[src/rtl/serial_sub_pkg.sv]
// Shared types for the bit-serial subtractor: FSM states,
// default width and counter-width helper.
package serial_sub_pkg;

  typedef enum logic [1:0] {
    IDLE,
    RUN,
    DONE
  } state_t;

  localparam int SUB_W_DEFAULT = 8;

  // Bit counter must hold 0..N-1 plus the increment on the last bit.
  function automatic int cnt_w(input int n);
    return $clog2(n) + 1;
  endfunction

endpackage

[src/rtl/full_subtractor.sv]
// One-bit full subtractor cell: d = x - y - bin.
// Ports: x, y, bin in; d, bout out.
module full_subtractor (
  input  logic x,
  input  logic y,
  input  logic bin,
  output logic d,
  output logic bout
);

  assign d    = x ^ y ^ bin;
  assign bout = (~x & y) | (~(x ^ y) & bin);

endmodule

[src/rtl/serial_subtractor.sv]
// Bit-serial N-bit subtractor, diff = a - b - bin, LSB first.
// Ports: clk, rst_n, start/ready/busy/done, a, b, bin,
// diff, bout, ovf. ovf is built only with SERIAL_SUB_OVF_EN.
module serial_subtractor
  import serial_sub_pkg::*;
#(
  parameter int N = SUB_W_DEFAULT
) (
  input  logic         clk,
  input  logic         rst_n,
  input  logic         start,
  input  logic [N-1:0] a,
  input  logic [N-1:0] b,
  input  logic         bin,
  output logic         ready,
  output logic         busy,
  output logic         done,
  output logic [N-1:0] diff,
  output logic         bout,
  output logic         ovf
);

  localparam int CW = cnt_w(N);
  localparam logic [CW-1:0] LAST = CW'(N - 1);

  state_t        st_q;
  state_t        st_d;
  logic [N-1:0]  a_q;
  logic [N-1:0]  b_q;
  logic [N-1:0]  diff_q;
  logic          br_q;
  logic [CW-1:0] cnt_q;
  logic          d_bit;
  logic          br_nx;
  logic          accept;
  logic          last;

  full_subtractor u_fs (
    .x    (a_q[0]),
    .y    (b_q[0]),
    .bin  (br_q),
    .d    (d_bit),
    .bout (br_nx)
  );

  assign ready  = (st_q != RUN);
  assign busy   = (st_q == RUN);
  assign done   = (st_q == DONE);
  assign accept = start & ready;
  assign last   = busy & (cnt_q == LAST);

  always_comb begin
    st_d = st_q;
    unique case (st_q)
      IDLE: if (start) st_d = RUN;
      RUN:  if (last) st_d = DONE;
      DONE: st_d = start ? RUN : IDLE;
      default: st_d = IDLE;
    endcase
  end

  always_ff @(posedge clk or negedge rst_n) begin
    if (!rst_n) st_q <= IDLE;
    else        st_q <= st_d;
  end

  // diff shifts only while running, so it
  // holds the last result until the next run.
  always_ff @(posedge clk or negedge rst_n) begin
    if (!rst_n) begin
      a_q    <= '0;
      b_q    <= '0;
      diff_q <= '0;
      br_q   <= 1'b0;
      cnt_q  <= '0;
    end else if (accept) begin
      a_q   <= a;
      b_q   <= b;
      br_q  <= bin;
      cnt_q <= '0;
    end else if (busy) begin
      a_q    <= a_q >> 1;
      b_q    <= b_q >> 1;
      br_q   <= br_nx;
      diff_q <= {d_bit, diff_q[N-1:1]};
      cnt_q  <= cnt_q + CW'(1);
    end
  end

  assign diff = diff_q;
  assign bout = br_q;

`ifdef SERIAL_SUB_OVF_EN
  logic ovf_q;

  // On the last bit a_q[0]/b_q[0] are the operand MSBs.
  always_ff @(posedge clk or negedge rst_n) begin
    if (!rst_n)    ovf_q <= 1'b0;
    else if (last) ovf_q <= (a_q[0] != b_q[0]) &&
                            (d_bit != a_q[0]);
  end

  assign ovf = ovf_q;
`else
  assign ovf = 1'b0;
`endif

endmodule

[config.mk]
export PLATFORM = sky130hd
export DESIGN_NAME = serial_subtractor
export DESIGN_NICKNAME = d
export VERILOG_FILES = /design/src/rtl/serial_sub_pkg.sv /design/src/rtl/full_subtractor.sv /design/src/rtl/serial_subtractor.sv
export SDC_FILE = /design/constraint.sdc
export NUM_CORES = 1
export LEC_CHECK = 0
export BUFFER_PORTS_ARGS = -buffer_cell sky130_fd_sc_hd__clkbuf_2
export CORE_MARGIN = 2
export CORE_UTILIZATION = 52
export CTS_CLUSTER_DIAMETER = 30
export DETAILED_ROUTE_END_ITERATION = 12
export GPL_ROUTABILITY_DRIVEN = 0
export PLACE_DENSITY = 0.76
export RECOVER_POWER = 50
export SETUP_SLACK_MARGIN = 0.4
export SLEW_MARGIN = 5
export SYNTH_ARGS = -nofsm -noshare
export SYNTH_HDL_FRONTEND = slang
export SYNTH_SLANG_ARGS = --single-unit
[constraint.sdc]
create_clock -name clk -period 1.45 [get_ports clk]
set_input_delay 0.2175 -clock clk [delete_from_list [all_inputs] [get_ports clk]]
set_output_delay 0.2175 -clock clk [all_outputs]
set_load 0.03 [all_outputs]
==> results of run 1 <==
## how the worst max path moves through the flow
| stage | end | slack, ps | cells after the start |
|---|---|---|---|
| after global routing | st_q[0] | -7 | 8 |
| after detailed placement | busy | 250 | 3 |
| after floorplan | cnt_q[2] | 280 | 5 |
| after CTS | busy | 30 | 3 |
| after global placement | busy | 280 | 3 |
| final | st_q[0] | 30 | 8 |
## state kept, by name, summed over array words and instances (netlist names)
name	cells
bout	1
diff	8
st_q	2
cnt_q	4
b_q	8
a_q	8
## final cells by class
class | instances | area (µm²)
Sequential cell | 31 | 777
Timing Repair Buffer | 66 | 612
Fill cell | 121 | 405
Tap cell | 30 | 37.5
Multi-Input combinational cell | 94 | 626
Clock buffer | 7 | 45.0
Inverter | 4 | 20.0
## where the power goes
part	total (W)	switching [W]	leakage [nW]	internal (W)
registers	0.00150	0.000275	0.393	0.00123
logic	0.00307	0.00152	0.675	0.00155
clock network	0.000462	0.000279	0.0254	0.000182
## what timing repair did
| action | 4_1_cts | 5_1_grt |
|---|---|---|
| gates cloned | 2 | 2 |
| setup endpoints to repair | 30 | 43 |
| hold endpoints to repair | 15 | 0 |
| resized for setup | 54 | 36 |
| pin swaps | 6 | 12 |
| hold buffers | 1 | 0 |
| setup buffers | 17 | 9 |
## cells by family (layout without fill, tap and decap cells)
family,count (synthesis),in the layout,synth area share (%)
mux,18,18,14.1
xor+xnor,1,1,0.626
flops,31,31,55.5
simple gates,51,51,14.6
fa+ha+maj,2,2,2.33
buf+inv,13,77,4.74
compound gates,21,21,7.87
other cells,1,1,0.268
## through the flow
step | hold slack [ps] | area [µm²]
after floorplan | -78.1 | 1410
after global placement | 168 | 1600
after detailed placement | 172 | 1600
after CTS | 132 | 2000
after global routing | 165 | 2120
final | 137 | 2120
## worst register-to-register path: stages, from the launching register on
cell and delay (ps):
dfrtp_1 400, nor2b_4 150, buf_4 140, buf_6 110, buf_8 120, buf_6 120
buf_16 130, o21ai_2 50, o21ai_1 80
## synthesized netlist by cell type (all sizes together)
cell     n  area (µm²)
nand3    3        15.0
conb     1        3.75
nor2     2        7.51
buf      8        45.0
o211a    1        10.0
nor2b    2        15.0
inv      4        17.5
ha       1        12.5
mux2i   17         183
o21ai   19        95.1
nor3     1        5.00
mux2     1        15.0
fa       1        20.0
clkbuf   1        3.75
a21oi    1        5.00
xor2     1        8.76
nand2   43         161
dfrtp   31         776
## per-layer routing
metal	global-route usage [%]	part of all wire (%)
met4	7.48	3.2
met3	7.67	5.4
met1	28.0	39
met5	0	0
met2	42.7	52
==> impl.org, run 1 <==
** Clock network
- CTS placed an instance of clkbuf_4 at the clock tree root.
- H-tree level count :: 2
- TritonCTS clock tree :: yes
- The clock reaches the later pin of the worst-skew pair after 330 ps.
- Clock transition at the registers of the reported paths :: 90 ps
- Sinks on the clock net :: 31
- In this run, CTS created clock tree buffers numbering 5.
- Number of buffers on the longest clock path :: 2

** Yosys
- Summing every instance area after synthesis gives 0.00140 mm².
- The number of nets handed over by synthesis was 160.
- In the synthesized netlist, the number of instances is 138.
- Each instance of the synthesized netlist takes up on average 10.1 µm².
- Count of distinct cell types in the synthesized netlist :: 22
- Number of synthesis warnings :: 0
- Share of synthesized area occupied by flip-flops and latches :: a little under three fifths
- The synthesized design contains 31 register bits.

** Worst setup path
- Cell with the biggest individual delay on the critical path :: dfrtp_1
- Destination of the worst register-to-register timing path :: st_q[0]
- Critical Path Source Type :: flop
- The startpoint identified for the worst register-to-register timing path is st_q[0].
- Setup crit end kind :: flop
- Kind of cell adding the most delay to the critical path :: buffers and inverters
- Delay of the slowest cell on the worst path :: 400 ps
- The critical path starts at st_q[0].
- Measured in cells, the most critical reg-to-reg path has a length of 8.
- Most frequent CP cell :: buf_6
- Counting both buffers and inverters, the worst setup path holds a total of 5.
- At the worst endpoint, the arrival time is 1640 ps.
- STA puts the critical path data required time at 1670 ps.
- The worst setup path is of the reg -> reg kind.
- Worst-case register-to-register setup slack :: 30 ps
- Crit Path Max Fanout :: 7
- Critical path, cell by cell :: nor2b_4, buf_4, buf_6, buf_8, buf_6, buf_16, o21ai_2, o21ai_1

** Floorplan
- Chip Height :: 55.9 µm
- Num rows :: 18
- 33 I/O pins were placed.
- The die covers 0.00312 mm².
- Initial core utilization :: 55.5%
- Core box area :: 0.00252 mm²
- Floorplan die width :: around 56 µm

** Route
- Once detail routing completed, the nets flagged for antenna violations numbered 0.
- In the final routed layout, each cell accounts on average for 18.2 µm.
- The first routing iteration left 42 violations.
- Total via count in the routed design :: 1260
- Total routed wirelength :: 4.22 mm
- Post-route DRC violation count :: 0
- For this run, the detailed router's first-pass iteration total came to 4.
- Drt via density :: 5.43

** Worst hold path
- For hold timing, the worst endpoint is a_q[7].
- In this run the most critical hold path is launched from a[7].
- The tightest min-delay check is of the in -> reg type.
- Counting instances, the worst hold path has a depth of 3.

** STA
- Slew at the pin closest to its max-slew limit :: 955 ps
- The count of final hold-check violations is 0.
- Across all setup checks in the final design, the least slack found is 29.5 ps.
- In this run the tightest slew margin relative to its limit is 36.4%.
- After layout, the minimum clock period comes to 1420 ps.
- Timing-limited maximum frequency :: between 0.7 and 0.8 GHz
- The clock arrives with 12.0 ps of skew.
- The final number of max-transition violations came to 0.
- Setup violations remaining at the end of the flow were counted as 0.
- After routing, the total negative slack on setup checks comes to 0 ps.
- Crit share post-route :: 98.0%
- Setup repair after global routing could not meet its margin everywhere.

** Global route
- Maximum number of pins on one net before global-route repair :: 17
- The first global-routing pass estimated 5.73 mm of wire.
- Overall routing resource usage :: roughly a quarter
- Number of antenna violations at the first check in global routing :: 0
- Residual overflow from global routing :: 0
- The via count of the first global-routing pass is 1225.

** Pwr
- Pwr Density :: between 2000 and 2500 mW/mm²
- Final total power :: 0.00504 W
- Leak :: 1.09 nW
- Max IR drop VDD :: a little under 2 mV

** Layout
- Cells with a size suffix above 1 make up 43.6% of the layout.
- Commonest non-fill, non-tap cell in the layout :: nand2_1
- The top cell types in the final layout, fill and taps aside, are 33 x nand2_1, 30 x dfrtp_1, 18 x clkbuf_2.
- Post-layout utilization of the core :: 83.9%
- Diodes inserted :: 0
- Number of non-filler instances in the completed layout :: approximately 230
- At the end of the flow, the number of nets in the layout was 224.
- Area Growth Syn to Fin :: 51.3%

** Placed design
- DP Worst Slack :: 254 ps
- Counting tap cells, the placed design contains a total of 194 instances.
- Port buffering added 31 buffers.
- Detailed placement finished with a half-perimeter wire length of 1.86 mm.

** Job
- The tool flagged a number of max-cap violations equal to 0.

** Run status
- Outcome :: completed
Note: power is estimated with default switching activity, not from simulation.
==> inputs of run 2 (changes only) <==
--- a/config.mk
+++ b/config.mk
@@ -12,7 +12,6 @@
 export DETAILED_ROUTE_END_ITERATION = 12
 export GPL_ROUTABILITY_DRIVEN = 0
 export PLACE_DENSITY = 0.76
-export RECOVER_POWER = 50
 export SETUP_SLACK_MARGIN = 0.4
 export SLEW_MARGIN = 5
 export SYNTH_ARGS = -nofsm -noshare
==> run 2 against run 1 <==
  * Core utilization is 2.7 points higher
  * Sequential share of layout area is 1.2 points lower
  * Final cell count is the same
  * Global-route usage unchanged
  * Routed wire length decreased by 0.47%
  * Non-clock buffer count unchanged
  * Hold slack worse by 0.65 ps
  * Largest power group unchanged
==> impl.org, run 2 (synthesized netlist as in run 1, its figures left out) <==
** Run status
- Outcome :: completed

** Route
- Average wire per cell in the routed design :: 18.1 µm (-0.47%)
- The via count was 1263 (+0.24%).
- Drt via density :: 5.44 (+0.24%)
- Antenna-violating nets left :: 0 (unchanged)
- The total wire length was 4.20 mm (-0.47%).
- The iteration count of the initial detailed-routing pass came to 4 (unchanged).
- The number of DRC markers in iteration 0 was 41 (-2.4%).
- The remaining routing DRC violations came to 0 (unchanged).

** Pwr
- Internal Power :: 0.00312 W (+5.5%)
- Power dissipated by switching net loads :: 0.00211 W (+1.4%)
- The switching part of the total power came to 40.3% (-0.95 points).
- The leakage power came to 1.13 nW (+3.7%).
- The portion of total power attributed to combinational logic is 61.8% (+0.8 points).
- Pwr Density :: 2390 mW/mm² (+0.53%)
- Share of total power in sequential cells :: 29.3% (-0.5 points)
- The worst vdd rail ir drop was 1.99 mV (+1.1%).
- The clock share of power came to 8.9% (-0.3 points).

** Worst setup path
- The depth of the worst register-to-register path was 8 (unchanged).
- Worst path buffer plus inverter count :: 5 (unchanged)
- Setup crit end kind :: flop
- STA classifies the critical path startpoint as a flop.
- Kind of cell adding the most delay to the critical path :: buffers and inverters
- The signal arrival time at the worst endpoint came to 1640 ps (about the same).
- WP data required :: 1670 ps (about the same)
- The maximum cell stage delay along the critical path was 400 ps (about the same).
- Most frequent CP cell :: buf_6
- Classification of the worst setup path :: reg -> reg
- Critical path, cell by cell :: nor2b_4, buf_4, buf_6, buf_8, buf_6, buf_16, o21ai_2, o21ai_1
- The maximum fanout encountered on the critical timing path was 7 (unchanged).
- The cell count along the critical path was 8 (unchanged).
- Cell with the biggest individual delay on the critical path :: dfrtp_1

** Clock network
- H-tree level count :: 2 (unchanged)
- Clock root buffer :: clkbuf_4
- Number of buffers on the longest clock path :: 2 (unchanged)
- TritonCTS buffer count :: 5 (unchanged)
- The clock sink count came to 31 (unchanged).
- The clock edge transition at the registers on the reported setup and hold paths was 90 ps (about the same).
- The clock latency on the worst-skew pair is 340 ps (about the same).
- TritonCTS built the clock tree.

** Layout
- Commonest non-fill, non-tap cell in the layout :: nand2_1
- Fraction of final layout cells with drive strength greater than 1 :: 47.0% (+3.5 points)
- The number of nets in the final layout came to 224 (unchanged).
- Compared with the post-synthesis result, the final layout area differs by 56.3%.
- The number of inserted diodes came to 0 (unchanged).
- The library cells used most frequently in the layout, excluding fill and tap cells, are 33 x nand2_1, 30 x dfrtp_1, 19 x clkbuf_2.
- Final Cell Area :: 0.00219 mm² (+3.3%)

** Worst hold path
- Worst min path class :: in -> reg
- Worst hold path cell count :: 3 (unchanged)

** Global route
- Number of global-route vias before repair :: 1225 (unchanged)
- The global route total overflow is 0 (unchanged).
- The overall global routing resource usage is 24.2% (unchanged).
- Number of antenna violations at the first check in global routing :: 0 (unchanged)
- Maximum number of pins on one net before global-route repair :: 17 (unchanged)
- The first-pass GRT wire length was 5.73 mm (unchanged).

** Job
- The number of maximum-capacitance violations is 0 (unchanged).

** Floorplan
- The boundary pin count came to 33 (unchanged).
- The initial core utilization was 55.5% (unchanged).
- The die footprint came to 0.00312 mm² (unchanged).
- The die span in y came to 55.9 µm (unchanged).
- The site row count came to 18 (unchanged).
- Floorplan die width :: 55.9 µm (unchanged)
- Core box area :: 0.00252 mm² (unchanged)

** Placed design
- The number of buffers added on ports is 31 (unchanged).
- DP Worst Slack :: 254 ps (unchanged)
- Detailed-placement wirelength estimate :: 1.86 mm (unchanged)
- The instance area at placement is 0.00160 mm² (unchanged).

** STA
- Setup repair after global routing could not meet its margin everywhere.
- The share of the clock period used by the worst path after layout is 97.9% (about the same).
- The final number of max-transition violations came to 0 (unchanged).
- The final setup skew was 13.6 ps (+1.64 ps).
- The count of final hold-check violations came to 0 (unchanged).
- The setup slack after layout is 29.9 ps (+0.353 ps).
- Period minus WS final :: 1420 ps (-0.353 ps)
- Timing-limited maximum frequency :: 0.704 GHz (about the same)
- Total negative slack for setup checks :: 0 ps (unchanged)
- The setup violation total in the final timing report is 0 (unchanged).
[run 2: repair_timing]
| action | CTS | global route |
|---|---|---|
| setup buffers | 17 | 9 |
| gates cloned | 2 | 2 |
| hold buffers | 1 | 0 |
| hold endpoints to repair | 15 | 0 |
| setup endpoints to repair | 30 | 43 |
| pin swaps | 6 | 12 |
| gates resized for setup | 54 | 36 |
[run 2: layout make-up]
class | count | area [µm²]
tap | 30 | 37.5
timing repair buffer | 66 | 681
clock buffer | 7 | 45.0
fill | 108 | 337
sequential | 31 | 777
multi-input combinational | 94 | 626
inverter | 4 | 20.0
[run 2: stage by stage]
step                      std cells  utilization (%)  power (W)  hold slack [ps]
after floorplan                 138                -    0.00258            -78.1
after global placement          194             63.6    0.00287              168
after detailed placement        194             63.6    0.00295              172
after CTS                       221             79.5    0.00440              132
after global routing            232             86.7    0.00551              165
final                           232             86.7    0.00523              137
[run 2: final timing paths]
path	start	slack, ps	to
setup / recovery	st_q[0]	30	st_q[0]
hold / removal	a[7]	140	a_q[7]
setup reg to reg	st_q[0]	30	st_q[0]
hold reg to reg	a_q[5]	490	a_q[4]
max in group asynchronous	rst_n	650	st_q[1]
min in group asynchronous	rst_n	360	cnt_q[2]
[run 2: metal layers]
layer  GRT usage (%)  routed length (µm)  up-vias  share of wire [%]
met2            42.7                2240       51                 53
li1                -                   -      578                  -
met5               0                   0        -                  0
met1            28.0                1640      623                 39
met4            7.48                 111        0                2.6
met3            7.67                 215       11                5.1
[run 2: power by group through the flow]
stage	Combinational [W]	Clock, W	Sequential (W)
2_1_floorplan	0.000914	0	0.00166
3_3_place_gp	0.00140	0	0.00147
3_5_place_dp	0.00146	0	0.00149
4_1_cts	0.00246	0.000466	0.00147
5_1_grt	0.00342	0.000526	0.00156
6_report	0.00323	0.000464	0.00153
[run 2: worst register-to-register path: cells and delay by family, from the launching register on]
family,cells,cell delay [ps]
simple gates,1,150
flops,1,400
buf+inv,5,620
compound gates,2,130
